$ cat config.mk
export PLATFORM = sky130hd
export DESIGN_NAME = stopwatch_up
export DESIGN_NICKNAME = d
export VERILOG_FILES = /design/src/rtl/watch_pkg.sv /design/src/rtl/bcd_digit_cnt.sv /design/src/rtl/stopwatch_up.sv
export SDC_FILE = /design/constraint.sdc
export NUM_CORES = 1
export LEC_CHECK = 0
export BUFFER_PORTS_ARGS = -buffer_cell sky130_fd_sc_hd__buf_2
export CORE_MARGIN = 2
export CORE_UTILIZATION = 60
export CTS_BUF_LIST = sky130_fd_sc_hd__clkbuf_16
export DETAILED_ROUTE_END_ITERATION = 10
export GPL_TIMING_DRIVEN = 0
export PLACE_DENSITY_LB_ADDON = 0.3
export SYNTH_ARGS = -nofsm -noshare
export SYNTH_HDL_FRONTEND = slang
export SYNTH_SLANG_ARGS = --single-unit
$ cat constraint.sdc
create_clock -name clk -period 2.6 [get_ports clk]
set_input_delay 0.52 -clock clk [delete_from_list [all_inputs] [get_ports clk]]
set_output_delay 0.52 -clock clk [all_outputs]
set_load 0.05 [all_outputs]
$ cat src/rtl/watch_pkg.sv
// Shared watch types: BCD digit, digit limits and the stopwatch state encoding.
package watch_pkg;

    typedef logic [3:0] bcd_t;

    localparam bcd_t SEC_UNITS_MAX = 4'd9;
    localparam bcd_t SEC_TENS_MAX  = 4'd5;
    localparam bcd_t MIN_UNITS_MAX = 4'd9;
    localparam bcd_t MIN_TENS_MAX  = 4'd9;

    typedef enum logic [1:0] {
        IDLE  = 2'd0,
        RUN   = 2'd1,
        PAUSE = 2'd2,
        FULL  = 2'd3
    } sw_state_t;

endpackage

$ cat src/rtl/bcd_digit_cnt.sv
// One BCD digit of the stopwatch chain: increments on inc, wraps MAX->0 with a carry.
module bcd_digit_cnt
    import watch_pkg::*;
#(
    parameter bcd_t MAX = SEC_UNITS_MAX
) (
    input  logic clk,
    input  logic rst_n,
    input  logic inc,
    input  logic clr,
    output bcd_t digit,
    output logic carry
);

    bcd_t digit_q;
    bcd_t digit_d;

    always_comb begin
        digit_d = digit_q;
        if (clr) begin
            digit_d = '0;
        end else if (inc) begin
            digit_d = (digit_q == MAX) ? '0 : digit_q + 4'd1;
        end
    end

    always_ff @(posedge clk or negedge rst_n) begin
        if (!rst_n) begin
            digit_q <= '0;
        end else begin
            digit_q <= digit_d;
        end
    end

    assign digit = digit_q;
    assign carry = inc && (digit_q == MAX);

endmodule

$ cat src/rtl/stopwatch_up.sv
// Count-up MM:SS stopwatch with start/stop, clear and registered BCD display.
// Optional lap freeze of the display is enabled by defining STOPWATCH_LAP_EN.
module stopwatch_up
    import watch_pkg::*;
#(
    parameter int unsigned TICKS_PER_SEC = 100000000
) (
    input  logic clk,
    input  logic rst_n,
    input  logic start_stop,
    input  logic clear,
    input  logic lap,
    output bcd_t s1,
    output bcd_t s2,
    output bcd_t s3,
    output bcd_t s4,
    output logic running,
    output logic full,
    output logic lap_held
);

    localparam int unsigned PW = (TICKS_PER_SEC > 1) ? $clog2(TICKS_PER_SEC) : 1;
    localparam logic [PW-1:0] PRESC_LAST = PW'(TICKS_PER_SEC - 1);

    sw_state_t     state_q, state_d;
    logic [PW-1:0] presc_q, presc_d;
    bcd_t [3:0]    disp_q, disp_d;
    bcd_t [3:0]    live;
    logic          running_q, full_q;
    logic          held_q, held_d;
    logic          sec_tick;
    logic          at_max;
    logic          c0, c1, c2, c3;

    assign sec_tick = (state_q == RUN) && (presc_q == PRESC_LAST);
    assign at_max   = (live[3] == MIN_TENS_MAX)  && (live[2] == MIN_UNITS_MAX) &&
                      (live[1] == SEC_TENS_MAX)  && (live[0] == SEC_UNITS_MAX);

    // Saturation is handled here by withholding the tick, so s4 never wraps.
    bcd_digit_cnt #(.MAX(SEC_UNITS_MAX)) u_sec_units (
        .clk(clk), .rst_n(rst_n), .inc(sec_tick && !at_max), .clr(clear),
        .digit(live[0]), .carry(c0)
    );
    bcd_digit_cnt #(.MAX(SEC_TENS_MAX)) u_sec_tens (
        .clk(clk), .rst_n(rst_n), .inc(c0), .clr(clear),
        .digit(live[1]), .carry(c1)
    );
    bcd_digit_cnt #(.MAX(MIN_UNITS_MAX)) u_min_units (
        .clk(clk), .rst_n(rst_n), .inc(c1), .clr(clear),
        .digit(live[2]), .carry(c2)
    );
    bcd_digit_cnt #(.MAX(MIN_TENS_MAX)) u_min_tens (
        .clk(clk), .rst_n(rst_n), .inc(c2), .clr(clear),
        .digit(live[3]), .carry(c3)
    );

    logic unused_carry;
    assign unused_carry = c3;

    always_comb begin
        state_d = state_q;
        if (clear) begin
            state_d = IDLE;
        end else begin
            case (state_q)
                IDLE:    if (start_stop) state_d = RUN;
                RUN: begin
                    if (sec_tick && at_max)  state_d = FULL;
                    else if (start_stop)     state_d = PAUSE;
                end
                PAUSE:   if (start_stop) state_d = RUN;
                default: state_d = state_q;
            endcase
        end
    end

    always_comb begin
        presc_d = presc_q;
        if (clear) begin
            presc_d = '0;
        end else if (state_q == RUN) begin
            presc_d = sec_tick ? '0 : presc_q + PW'(1);
        end
    end

`ifdef STOPWATCH_LAP_EN
    bcd_t [3:0] hold_q, hold_d;
    logic       lap_ok;

    // Capture uses the pre-update live value, so a same-cycle tick is not seen.
    assign lap_ok = lap && !clear && ((state_q == RUN) || (state_q == PAUSE));

    always_comb begin
        hold_d = hold_q;
        held_d = held_q;
        if (clear) begin
            held_d = 1'b0;
        end else if (lap_ok) begin
            held_d = !held_q;
            if (!held_q) hold_d = live;
        end
        disp_d = clear ? '0 : (held_d ? hold_d : live);
    end

    always_ff @(posedge clk or negedge rst_n) begin
        if (!rst_n) begin
            hold_q <= '0;
        end else begin
            hold_q <= hold_d;
        end
    end
`else
    logic unused_lap;
    assign unused_lap = lap;

    always_comb begin
        held_d = 1'b0;
        disp_d = clear ? '0 : live;
    end
`endif

    always_ff @(posedge clk or negedge rst_n) begin
        if (!rst_n) begin
            state_q   <= IDLE;
            presc_q   <= '0;
            disp_q    <= '0;
            held_q    <= 1'b0;
            running_q <= 1'b0;
            full_q    <= 1'b0;
        end else begin
            state_q   <= state_d;
            presc_q   <= presc_d;
            disp_q    <= disp_d;
            held_q    <= held_d;
            running_q <= (state_d == RUN);
            full_q    <= (state_d == FULL);
        end
    end

    assign s1       = disp_q[0];
    assign s2       = disp_q[1];
    assign s3       = disp_q[2];
    assign s4       = disp_q[3];
    assign running  = running_q;
    assign full     = full_q;
    assign lap_held = held_q;

endmodule

==> impl_results.md, run 1 <==
- Post-CTS Setup Bufs: 0
- FILL cells: 381
- # diodes: 0
- ANT nets after route: 0
- Design Power: 2190 uW
- Outcome: finished clean
- H-tree depth: 3
- CP Capture Type: flop
- Initial antenna violation count: 0
- WS Path Type: flop to flop
- RSZ-0062 raised after global routing: no
- Slew margin rel.: 48.6%
- Max Cap Viol: 0
- Final Critical Period: 2.25 ns
- Area grow syn2layout: 15.0%
- Vias: 2565
- Total gr overflow: 0
- Post-synth ARST share: 100%
- Mapped Avg Cell Area: 9.86 um^2
- Iteration-0 DRC count of the detailed router: 211
- Yosys top cell area share: 49.8%
- Die Width: 76.6 um
- Total Nets Final: 367
- Synth warn: 0
- Clock skew: 0.00512 ns
- Worst path arrival time: 2.44 ns
- Row count: 26
- Slew @ Worst Pin: 0.770 ns
- Hold-fix buffers at CTS: 0
- Post-CTS sizing: 0
- GPL Wtd Cong: 0.830
- Placeable core region: 5110 um^2
- Slew Viols, Final: 0
- Post-synth EDFFs: 0
- First-pass GRT wire length: 11600 um
- Via density: 5.99
- Pwr dens: 601 nW/um^2
- Worst-skew pair later-pin latency: 0.32 ns
- Share of layout cells above drive strength 1: 13.1%
- Critical path's slowest cell: o21ai_1
- Leakage: 0.00160 uW
- Wire length per cell: 16.0 um
- Final setup fails: 0
- Hpwl dp: 4540 um
- Routed wire length: 6860 um
- Initial core utilization: 62.0%
- Total GRT Usage: 25.1%
- Vias in the first global route: 2481
- Hold WC Path Type: input port to async pin
- CP max stage delay: 0.49 ns
- Worst IR Drop VDD: 0.633 mV
- Sink Count: 63
- IO Count: 24
- CTS Root Cell: clkbuf_16
- Most used flip-flop cell after synthesis: dfrtp_1
- Synth Register Bits: 63
- Gate count of the mapped netlist: 321
- First-pass DRT Iterations: 5
- Fmax: 443 MHz
- Die footprint: 5870 um^2
- CTS Buffer Depth: 2
- Period utilization: 86.7%
- DRC violations left: 0
- Final hold vios: 0
- Clock transition at path regs: 0.05 ns
- Setup TNS: 0 ns
- Syn_nets: 335
- CP startpoint kind: flop
- Critical path, cell by cell: ha_1 > and4b_1 > nand4_1 > o21ai_1 > clkbuf_1 > nor2_1
- Netlist Area Pre-Place: 3160 um^2
- TritonCTS clock tree: done
- Synth top area cells: dfrtp_1, xnor2_1, ha_1
- Critical path fanouts, max: 10
- Die Ht: 76.6 um
- I/O Buffers: 21
- Synth area leader: dfrtp_1
- Pin count of the biggest net entering global routing: 64
- Seq/Total Area, Yosys: 49.8%
- Synth unique cells: 49
- CP Data Required Time: 2.79 ns
- TritonCTS Buffers: 9
placed cells by master, fill, tap and decap left out, types with 10 or more instances in the layout:
master | Yosys | final
xnor2_1 | 15 | 15
nor2_1 | 26 | 26
nor2b_1 | 14 | 14
a21oi_1 | 17 | 17
nand2_1 | 24 | 24
nor3_1 | 18 | 18
dfrtp_1 | 63 | 63
buf_2 | 1 | 21
inv_1 | 11 | 11
o21ai_0 | 15 | 15
clkbuf_1 | 10 | 10
area by class of cell:
type / count / area, um^2 / area share (%)
Clock buffer: 9 / 225 / 6.19
Sequential cell: 63 / 1580 / 43.3
Inverter: 11 / 41.3 / 1.13
Clock inverter: 7 / 53.8 / 1.48
Tap cell: 70 / 87.6 / 2.41
Buffer: 16 / 87.6 / 2.41
Multi-Input combinational cell: 231 / 1460 / 40.1
Timing Repair Buffer: 21 / 108 / 2.96
registers in the layout, summed over array words and instances, names as in the netlist:
name               cells
u_min_units.digit      4
full                   1
u_min_tens.digit       4
running                1
s1                     4
s3                     4
u_sec_tens.digit       4
presc_q               27
s2                     4
state_q                2
u_sec_units.digit      4
s4                     4
report_power, final:
group          total (uW)  leakage, uW  switching [uW]  internal [uW]
Clock                1120     0.000137             394            721
Sequential            993     0.000877            5.11            988
Combinational        79.6     0.000585            63.3           16.3
Total                2190      0.00160             463           1730
through the flow:
step	hold slack [ns]	util, %	setup slack, ns	cells	cell area (um^2)
6_report	0.267	71.2	0.345	428	3640
3_5_place_dp	0.501	65.7	0.384	412	3360
3_3_place_gp	0.497	65.7	0.418	412	3360
2_1_floorplan	0.224	-	0.567	321	3160
4_1_cts	0.438	71.2	0.357	428	3640
5_1_grt	0.342	71.2	0.238	428	3640
worst max-delay path: cells and delay by family, from the launching register on:
family,cells,cell delay (ns)
flops,1,0.39
buf+inv,1,0.47
compound gates,1,0.49
fa+ha+maj,1,0.24
simple gates,3,0.51
logic make-up (layout without fill, tap and decap cells):
group,count (synthesis),after routing,share of synthesized area (%)
compound gates,52,52,9.65
xor+xnor,17,17,4.71
fa+ha+maj,9,9,3.56
buf+inv,27,64,4.07
flops,63,63,49.8
mux,4,4,1.42
other cells,1,1,0.119
simple gates,148,148,26.7
Yosys cell counts (4+ instances only):
cell,instances
xnor2_1,15
nand3_1,9
a21oi_1,17
nor4b_1,4
clkbuf_1,10
nor2b_1,14
nand4_1,8
o21ai_0,15
dfrtp_1,63
ha_1,9
nor2_1,26
or4_1,5
nand2_1,24
and3_1,5
or3_1,8
nor4_1,7
and3b_1,5
nor3_1,18
inv_1,11
routing by layer:
| metal | up-vias | global-route usage, % | part of all wire (%) |
|---|---|---|---|
| met1 | 1228 | 33.5 | 42 |
| met2 | 113 | 39.8 | 49 |
| met5 | - | 0 | 0 |
| met3 | 24 | 4.98 | 6.6 |
| met4 | 0 | 11.3 | 2.5 |
| li1 | 1200 | - | - |
worst paths after layout:
check                           cells after the start                         endpoint  slack (ns)                       startpoint
worst min-delay path                                1  u_sec_tens.digit[1]$_DFFE_PN0P_        0.27                            rst_n
worst max register to register                      6          presc_q[10]$_DFFE_PN0P_        0.35           presc_q[0]$_DFFE_PN0P_
worst max-delay path                                6          presc_q[10]$_DFFE_PN0P_        0.35           presc_q[0]$_DFFE_PN0P_
worst min register to register                      1  u_sec_tens.digit[2]$_DFFE_PN0P_        0.51  u_sec_tens.digit[2]$_DFFE_PN0P_
min in group clk                                    2             state_q[0]$_DFF_PN0_        0.44                       start_stop
max in group asynchronous                           1                  s3[3]$_DFF_PN0_        1.82                            rst_n
No activity file was read; power rests on OpenSTA's default activity.
==> run 2: changes to the inputs <==
--- a/config.mk
+++ b/config.mk
@@ -10,7 +10,6 @@
 export CORE_UTILIZATION = 60
 export CTS_BUF_LIST = sky130_fd_sc_hd__clkbuf_16
 export DETAILED_ROUTE_END_ITERATION = 10
-export GPL_TIMING_DRIVEN = 0
 export PLACE_DENSITY_LB_ADDON = 0.3
 export SYNTH_ARGS = -nofsm -noshare
 export SYNTH_HDL_FRONTEND = slang
==> constraint.sdc (replaced) <==
create_clock -name clk -period 2.9 [get_ports clk]
set_input_delay 0.58 -clock clk [delete_from_list [all_inputs] [get_ports clk]]
set_output_delay 0.58 -clock clk [all_outputs]
set_load 0.05 [all_outputs]
==> run 2 against run 1 <==
Power decreased by 10%; final cell count is 2.8% lower; combinational power shrank 13%; first-iteration DRC count grew 70%; non-clock buffer count shrank 11; critical path depth grew 1; core utilization is 0.78 points lower; hold slack gained 0.013 ns.
==> impl_results.md, run 2 (synthesized netlist as in run 1, its figures left out) <==
- Outcome: finished clean (unchanged)
- GPL Wtd Cong: 0.816 (was 0.830)
- ANT nets after route: 0 (unchanged)
- First-pass GRT wire length: 11700 um (was 11600 um)
- Met3 wire len: 312 um (was 455 um)
- Post-DP Area: 3320 um^2 (was 3360 um^2)
- Pwr dens: 546 nW/um^2 (was 601 nW/um^2)
- Worst path arrival time: 2.58 ns (was 2.44 ns)
- Initial antenna violation count: 0 (unchanged)
- CTS Root Cell: clkbuf_16 (unchanged)
- CP Capture Type: flop (unchanged)
- Worst-skew pair later-pin latency: 0.32 ns (about the same)
- WS Path Type: flop to flop (unchanged)
- Max Cap Viol: 0 (unchanged)
- Die footprint: 5870 um^2 (unchanged)
- Hold WC Path Type: input port to async pin (unchanged)
- Most common cell after layout, fill and taps aside: dfrtp_1 (unchanged)
- Critical path, cell by cell: inv_1 > ha_1 > and3b_1 > and3_4 > a211o_1 > or4_1 > a21oi_1 (was ha_1 > and4b_1 > nand4_1 > o21ai_1 > clkbuf_1 > nor2_1)
- First-pass DRT Iterations: 4 (was 5)
- Critical path fanouts, max: 14 (was 10)
- Design area: 3600 um^2 (was 3640 um^2)
- Final setup fails: 0 (unchanged)
- TritonCTS clock tree: done (unchanged)
- Placeable core region: 5110 um^2 (unchanged)
- Row count: 26 (unchanged)
- Critical path's top delay family: simple AND/OR/NAND/NOR gates (unchanged)
- R2R setup slack: 0.57 ns (was 0.35 ns)
- Fmax: 429 MHz (was 443 MHz)
- Period utilization: 80.5% (was 86.7%)
- Die Width: 76.6 um (unchanged)
- Post-CTS Setup Bufs: 0 (unchanged)
- Final Critical Period: 2.33 ns (was 2.25 ns)
- Leakage: 0.00159 uW (was 0.00160 uW)
- Final hold vios: 0 (unchanged)
- Met1 wire length: 2900 um (about the same)
- CP startpoint kind: flop (unchanged)
- Worst Path Buf+Inv: 1 (unchanged)
- I/O Buffers: 21 (unchanged)
- Via density: 5.94 (was 5.99)
- Top reg by flops: presc_q (unchanged)
- TritonCTS Buffers: 9 (unchanged)
- CP max stage delay: 0.52 ns (was 0.49 ns)
- Vias in the first global route: 2480 (was 2481)
- Most frequent cells in the layout: dfrtp_1, nor2_1, nand2_1 (unchanged)
- Worst IR Drop VDD: 0.516 mV (was 0.633 mV)
- Area grow syn2layout: 13.7% (was 15.0%)
- Critical path's slowest cell: or4_1 (was o21ai_1)
- WL met2: 3070 um (was 3340 um)
- Initial core utilization: 62.0% (unchanged)
- Setup TNS: 0 ns (unchanged)
- CP Data Required Time: 3.15 ns (was 2.79 ns)
- Uppermost layer routed: met4 (unchanged)
- Routed wire length: 6400 um (was 6860 um)
- Total GRT Usage: 25.1% (about the same)
- Total gr overflow: 0 (unchanged)
- Hold-fix buffers at CTS: 0 (unchanged)
- Die Ht: 76.6 um (unchanged)
- Total Nets Final: 356 (was 367)
- Post-CTS sizing: 0 (unchanged)
- Clock transition at path regs: 0.05 ns (about the same)
- Pin count of the biggest net entering global routing: 36 (was 64)
- Clock skew: 0.00519 ns (was 0.00512 ns)
- # diodes: 0 (unchanged)
- IO Count: 24 (unchanged)
- DRC violations left: 0 (unchanged)
- Slew @ Worst Pin: 0.762 ns (was 0.770 ns)
- H-tree depth: 3 (unchanged)
- RSZ-0062 raised after global routing: no (unchanged)
- Slew margin rel.: 48.8% (was 48.6%)
- Vias: 2470 (was 2565)
- CTS Buffer Depth: 2 (unchanged)
- Wire length per cell: 15.4 um (was 16.0 um)
- Hpwl dp: 4370 um (was 4540 um)
- Share of layout cells above drive strength 1: 14.2% (was 13.1%)
- Slew Viols, Final: 0 (unchanged)
- Sink Count: 63 (unchanged)
- Iteration-0 DRC count of the detailed router: 359 (was 211)
- Max reg flops: 27 (unchanged)
run 2: final timing paths:
kind                       cells past startpoint                        startpoint                              end
max                                            7  u_min_units.digit[1]$_DFFE_PN0P_  u_sec_tens.digit[3]$_DFFE_PN0P_
min                                            1                             rst_n                  s2[3]$_DFF_PN0_
max reg2reg                                    7  u_min_units.digit[1]$_DFFE_PN0P_  u_sec_tens.digit[3]$_DFFE_PN0P_
min reg2reg                                    1   u_sec_tens.digit[2]$_DFFE_PN0P_  u_sec_tens.digit[2]$_DFFE_PN0P_
max in group asynchronous                      2                             rst_n          presc_q[23]$_DFFE_PN0P_
min in group clk                               2                        start_stop             state_q[0]$_DFF_PN0_
run 2: metal layers:
layer	global-route usage (%)	vias to the layer above
met4	10.9	0
met5	0	-
li1	-	1186
met1	34.0	1204
met2	39.5	70
met3	5.09	10
run 2: layout make-up:
cell class	instances	area [um^2]
sequential	63	1580
inverter	11	41.3
multi-input combinational	231	1460
clock inverter	6	53.8
tap	70	87.6
fill	389	1510
timing repair buffer	26	155
clock buffer	9	225
run 2: report_power, final:
| part | internal [uW] | total, uW | switching (uW) | leakage, uW |
|---|---|---|---|---|
| sequential | 886 | 890 | 4.87 | 0.000877 |
| clock | 649 | 1010 | 357 | 0.000146 |
| combinational | 17.0 | 69.6 | 52.7 | 0.000571 |
| total | 1550 | 1970 | 414 | 0.00159 |
run 2: metrics by stage:
step                      setup WS, ns  utilization [%]  hold slack, ns  power, uW  std cells
final                            0.567             70.5           0.280       1970        416
after floorplan                  0.867                -           0.284        941        321
after detailed placement         0.596             65.0           0.517        976        401
after CTS                        0.577             70.5           0.304       1980        416
after global placement           0.651             65.0           0.497        975        401
after global routing             0.351             70.5           0.333       2030        416
==> run 3: changes to the inputs <==
--- a/config.mk
+++ b/config.mk
@@ -5,6 +5,7 @@
 export SDC_FILE = /design/constraint.sdc
 export NUM_CORES = 1
 export LEC_CHECK = 0
+export ABC_AREA = 1
 export BUFFER_PORTS_ARGS = -buffer_cell sky130_fd_sc_hd__buf_2
 export CORE_MARGIN = 2
 export CORE_UTILIZATION = 60
==> constraint.sdc (replaced) <==
create_clock -name clk -period 2.25 [get_ports clk]
set_input_delay 0.45 -clock clk [delete_from_list [all_inputs] [get_ports clk]]
set_output_delay 0.45 -clock clk [all_outputs]
set_load 0.05 [all_outputs]
==> run 3 against run 2 <==
Clock skew is 0.00058 ns lower; hold slack lost 0.19 ns; largest cell class unchanged; via count increased by 18%.
==> impl_results.md, run 3 <==
- Outcome: finished clean (unchanged)
- Post-CTS Setup Bufs: 0 (unchanged)
- Critical path's slowest cell: dfrtp_1 (was or4_1)
- Worst Path Buf+Inv: 1 (unchanged)
- First-pass GRT wire length: 12900 um (was 11700 um)
- # diodes: 0 (unchanged)
- Post-synth EDFFs: 0 (unchanged)
- Synth Register Bits: 63 (unchanged)
- Total Nets Final: 489 (was 356)
- TritonCTS Buffers: 9 (unchanged)
- R2R cell count: 10 (was 7)
- Synth unique cells: 30 (was 49)
- CP startpoint kind: flop (unchanged)
- Routed wire length: 7370 um (was 6400 um)
- Critical path, cell by cell: ha_1 > nand2_1 > nor2_2 > nand2_2 > nor2_4 > nand2_1 > nand2_2 > inv_2 > o21ai_0 > nor2_1 (was inv_1 > ha_1 > and3b_1 > and3_4 > a211o_1 > or4_1 > a21oi_1)
- IO Count: 24 (unchanged)
- Final hold vios: 0 (unchanged)
- RR Endpoint: presc_q[22]$_DFFE_PN0P_ (was u_sec_tens.digit[3]$_DFFE_PN0P_)
- Vias in the first global route: 2965 (was 2480)
- Wire length per cell: 13.4 um (was 15.4 um)
- CP Data Required Time: 2.46 ns (was 3.15 ns)
- Fmax: 530 MHz (was 429 MHz)
- First-pass DRT Iterations: 4 (unchanged)
- Total GRT Usage: 26.5% (was 25.1%)
- GPL Wtd Cong: 0.912 (was 0.816)
- Slew @ Worst Pin: 0.524 ns (was 0.762 ns)
- Critical path's top delay family: simple AND/OR/NAND/NOR gates (unchanged)
- Most used flip-flop cell after synthesis: dfrtp_1 (unchanged)
- Clock transition at path regs: 0.06 ns (was 0.05 ns)
- Pwr dens: 718 nW/um^2 (was 546 nW/um^2)
- Share of layout cells above drive strength 1: 13.3% (was 14.2%)
- Hpwl dp: 5080 um (was 4370 um)
- Slew Viols, Final: 0 (unchanged)
- Most frequent cell after synthesis: nand2_1 (was dfrtp_1)
- Synth cell count leaders: nand2_1, nor2_1, inv_1 (was dfrtp_1, nor2_1, nand2_1)
- Final setup fails: 0 (unchanged)
- Worst-skew pair later-pin latency: 0.33 ns (was 0.32 ns)
- Slew margin rel.: 65.1% (was 48.8%)
- Global Route met3 Usage: 7.61% (was 5.09%)
- Initial antenna violation count: 0 (unchanged)
- Synth warn: 0 (unchanged)
- R2R setup slack: 0.36 ns (was 0.57 ns)
- CP startpoint: presc_q[0]$_DFFE_PN0P_ (was u_min_units.digit[1]$_DFFE_PN0P_)
- Seq/Total Area, Yosys: 46.6% (was 49.8%)
- Worst path arrival time: 2.10 ns (was 2.58 ns)
- RSZ-0062 raised after global routing: no (unchanged)
- Worst hold slack: 0.0946 ns (was 0.280 ns)
- CTS Root Cell: clkbuf_16 (unchanged)
- Post-CTS sizing: 0 (unchanged)
- Top reg by flops: presc_q (unchanged)
- Initial core utilization: 61.8% (was 62.0%)
- Clock skew: 0.00461 ns (was 0.00519 ns)
- Met1 Resource Use GR: 31.4% (was 34.0%)
- Leakage: 0.00194 uW (was 0.00159 uW)
- Worst r2r src: presc_q[0]$_DFFE_PN0P_ (was u_min_units.digit[1]$_DFFE_PN0P_)
- Most frequent cells in the layout: nand2_1, nor2_1, inv_1 (was dfrtp_1, nor2_1, nand2_1)
- Via density: 5.27 (was 5.94)
- Total gr overflow: 0 (unchanged)
- Syn_nets: 459 (was 335)
- Mapped Avg Cell Area: 7.60 um^2 (was 9.86 um^2)
- Yosys top cell area share: 46.6% (was 49.8%)
- Pin count of the biggest net entering global routing: 23 (was 36)
- Die footprint: 6250 um^2 (was 5870 um^2)
- Max reg flops: 27 (unchanged)
- Hold-fix buffers at CTS: 0 (unchanged)
- Period utilization: 83.9% (was 80.5%)
- Synth area leader: dfrtp_1 (unchanged)
- Hold WC Path Type: input port to async pin (unchanged)
- Final Critical Period: 1.89 ns (was 2.33 ns)
- Worst IR Drop VDD: 0.594 mV (was 0.516 mV)
- Placeable core region: 5470 um^2 (was 5110 um^2)
- DRC violations left: 0 (unchanged)
- Post-synth ARST share: 100% (unchanged)
- Most common cell after layout, fill and taps aside: nand2_1 (was dfrtp_1)
- Synth top area cells: dfrtp_1, nand2_1, nor2_1 (was dfrtp_1, xnor2_1, ha_1)
- Max Cap Viol: 0 (unchanged)
- Vias: 2908 (was 2470)
- Iteration-0 DRC count of the detailed router: 273 (was 359)
- Sink Count: 63 (unchanged)
- Critical path fanouts, max: 11 (was 14)
- ANT nets after route: 0 (unchanged)
- Met2 Use GR: 46.4% (was 39.5%)
- Row count: 27 (was 26)
- I/O Buffers: 21 (unchanged)
- WS Path Type: flop to flop (unchanged)
- CTS Buffer Depth: 2 (unchanged)
- GRT Max-Usage Layer: met2 (unchanged)
- CP Capture Type: flop (unchanged)
- Die Width: 79.1 um (was 76.6 um)
- TritonCTS clock tree: done (unchanged)
- Die Ht: 79.1 um (was 76.6 um)
- Netlist Area Pre-Place: 3380 um^2 (was 3160 um^2)
- Area grow syn2layout: 14.4% (was 13.7%)
- H-tree depth: 3 (unchanged)
- Gate count of the mapped netlist: 445 (was 321)
- Setup TNS: 0 ns (unchanged)
- CP max stage delay: 0.38 ns (was 0.52 ns)
-- run 3: changes by cell type after synthesis, moves of 12 or more --
cell,change
nand2_1,+84
nor2_1,+45
nand3_1,+31
nor3_1,-12
xnor2_1,-13
inv_1,+54
nor2b_1,-14
-- run 3: how the worst max path moves through the flow --
stage | end | slack, ns | cells past startpoint
2_1_floorplan | presc_q[18]$_DFFE_PN0P_ | 0.74 | 7
3_3_place_gp | presc_q[11]$_DFFE_PN0P_ | 0.47 | 10
3_5_place_dp | u_min_tens.digit[0]$_DFFE_PN0P_ | 0.43 | 10
4_1_cts | u_min_tens.digit[0]$_DFFE_PN0P_ | 0.38 | 10
5_1_grt | presc_q[22]$_DFFE_PN0P_ | 0.15 | 10
6_report | presc_q[22]$_DFFE_PN0P_ | 0.36 | 10
-- run 3: power breakdown --
part | switching (uW) | internal, uW | total, uW
clock network | 508 | 857 | 1370
logic | 154 | 54.8 | 209
registers | 32.7 | 1170 | 1200
-- run 3: cells by family (layout without fill, tap and decap cells) --
group,count (synthesis),after routing,synth area share (%)
other,1,1,0.111
AO/OA/AOI/OAI,34,34,5.40
flip-flops,63,63,46.6
XOR/XNOR,11,11,2.85
adder cells (fa/ha/maj),9,9,3.33
AND/OR/NAND/NOR,253,253,33.0
buffers and inverters,74,109,8.73
-- run 3: through the flow --
step / util (%) / setup WS, ns / power [uW] / std cells / instance area, um^2
2_1_floorplan: - / 0.745 / 1360 / 445 / 3380
3_3_place_gp: 65.2 / 0.466 / 1420 / 536 / 3570
3_5_place_dp: 65.2 / 0.431 / 1430 / 536 / 3570
4_1_cts: 70.7 / 0.378 / 2810 / 552 / 3870
5_1_grt: 70.7 / 0.145 / 2890 / 552 / 3870
6_report: 70.7 / 0.363 / 2780 / 552 / 3870
-- run 3: layout make-up --
class,count,area (um^2)
sequential,63,1580
inverter,67,251
clock inverter,7,72.6
fill,432,1600
tap,72,90.1
multi-input combinational,308,1510
clock buffer,9,225
timing repair buffer,26,143
-- run 3: routing by layer --
metal | part of all wire (%) | up-vias
met4 | 1.4 | 0
met3 | 4.4 | 15
met5 | 0 | -
met1 | 43 | 1367
li1 | - | 1448
met2 | 52 | 78
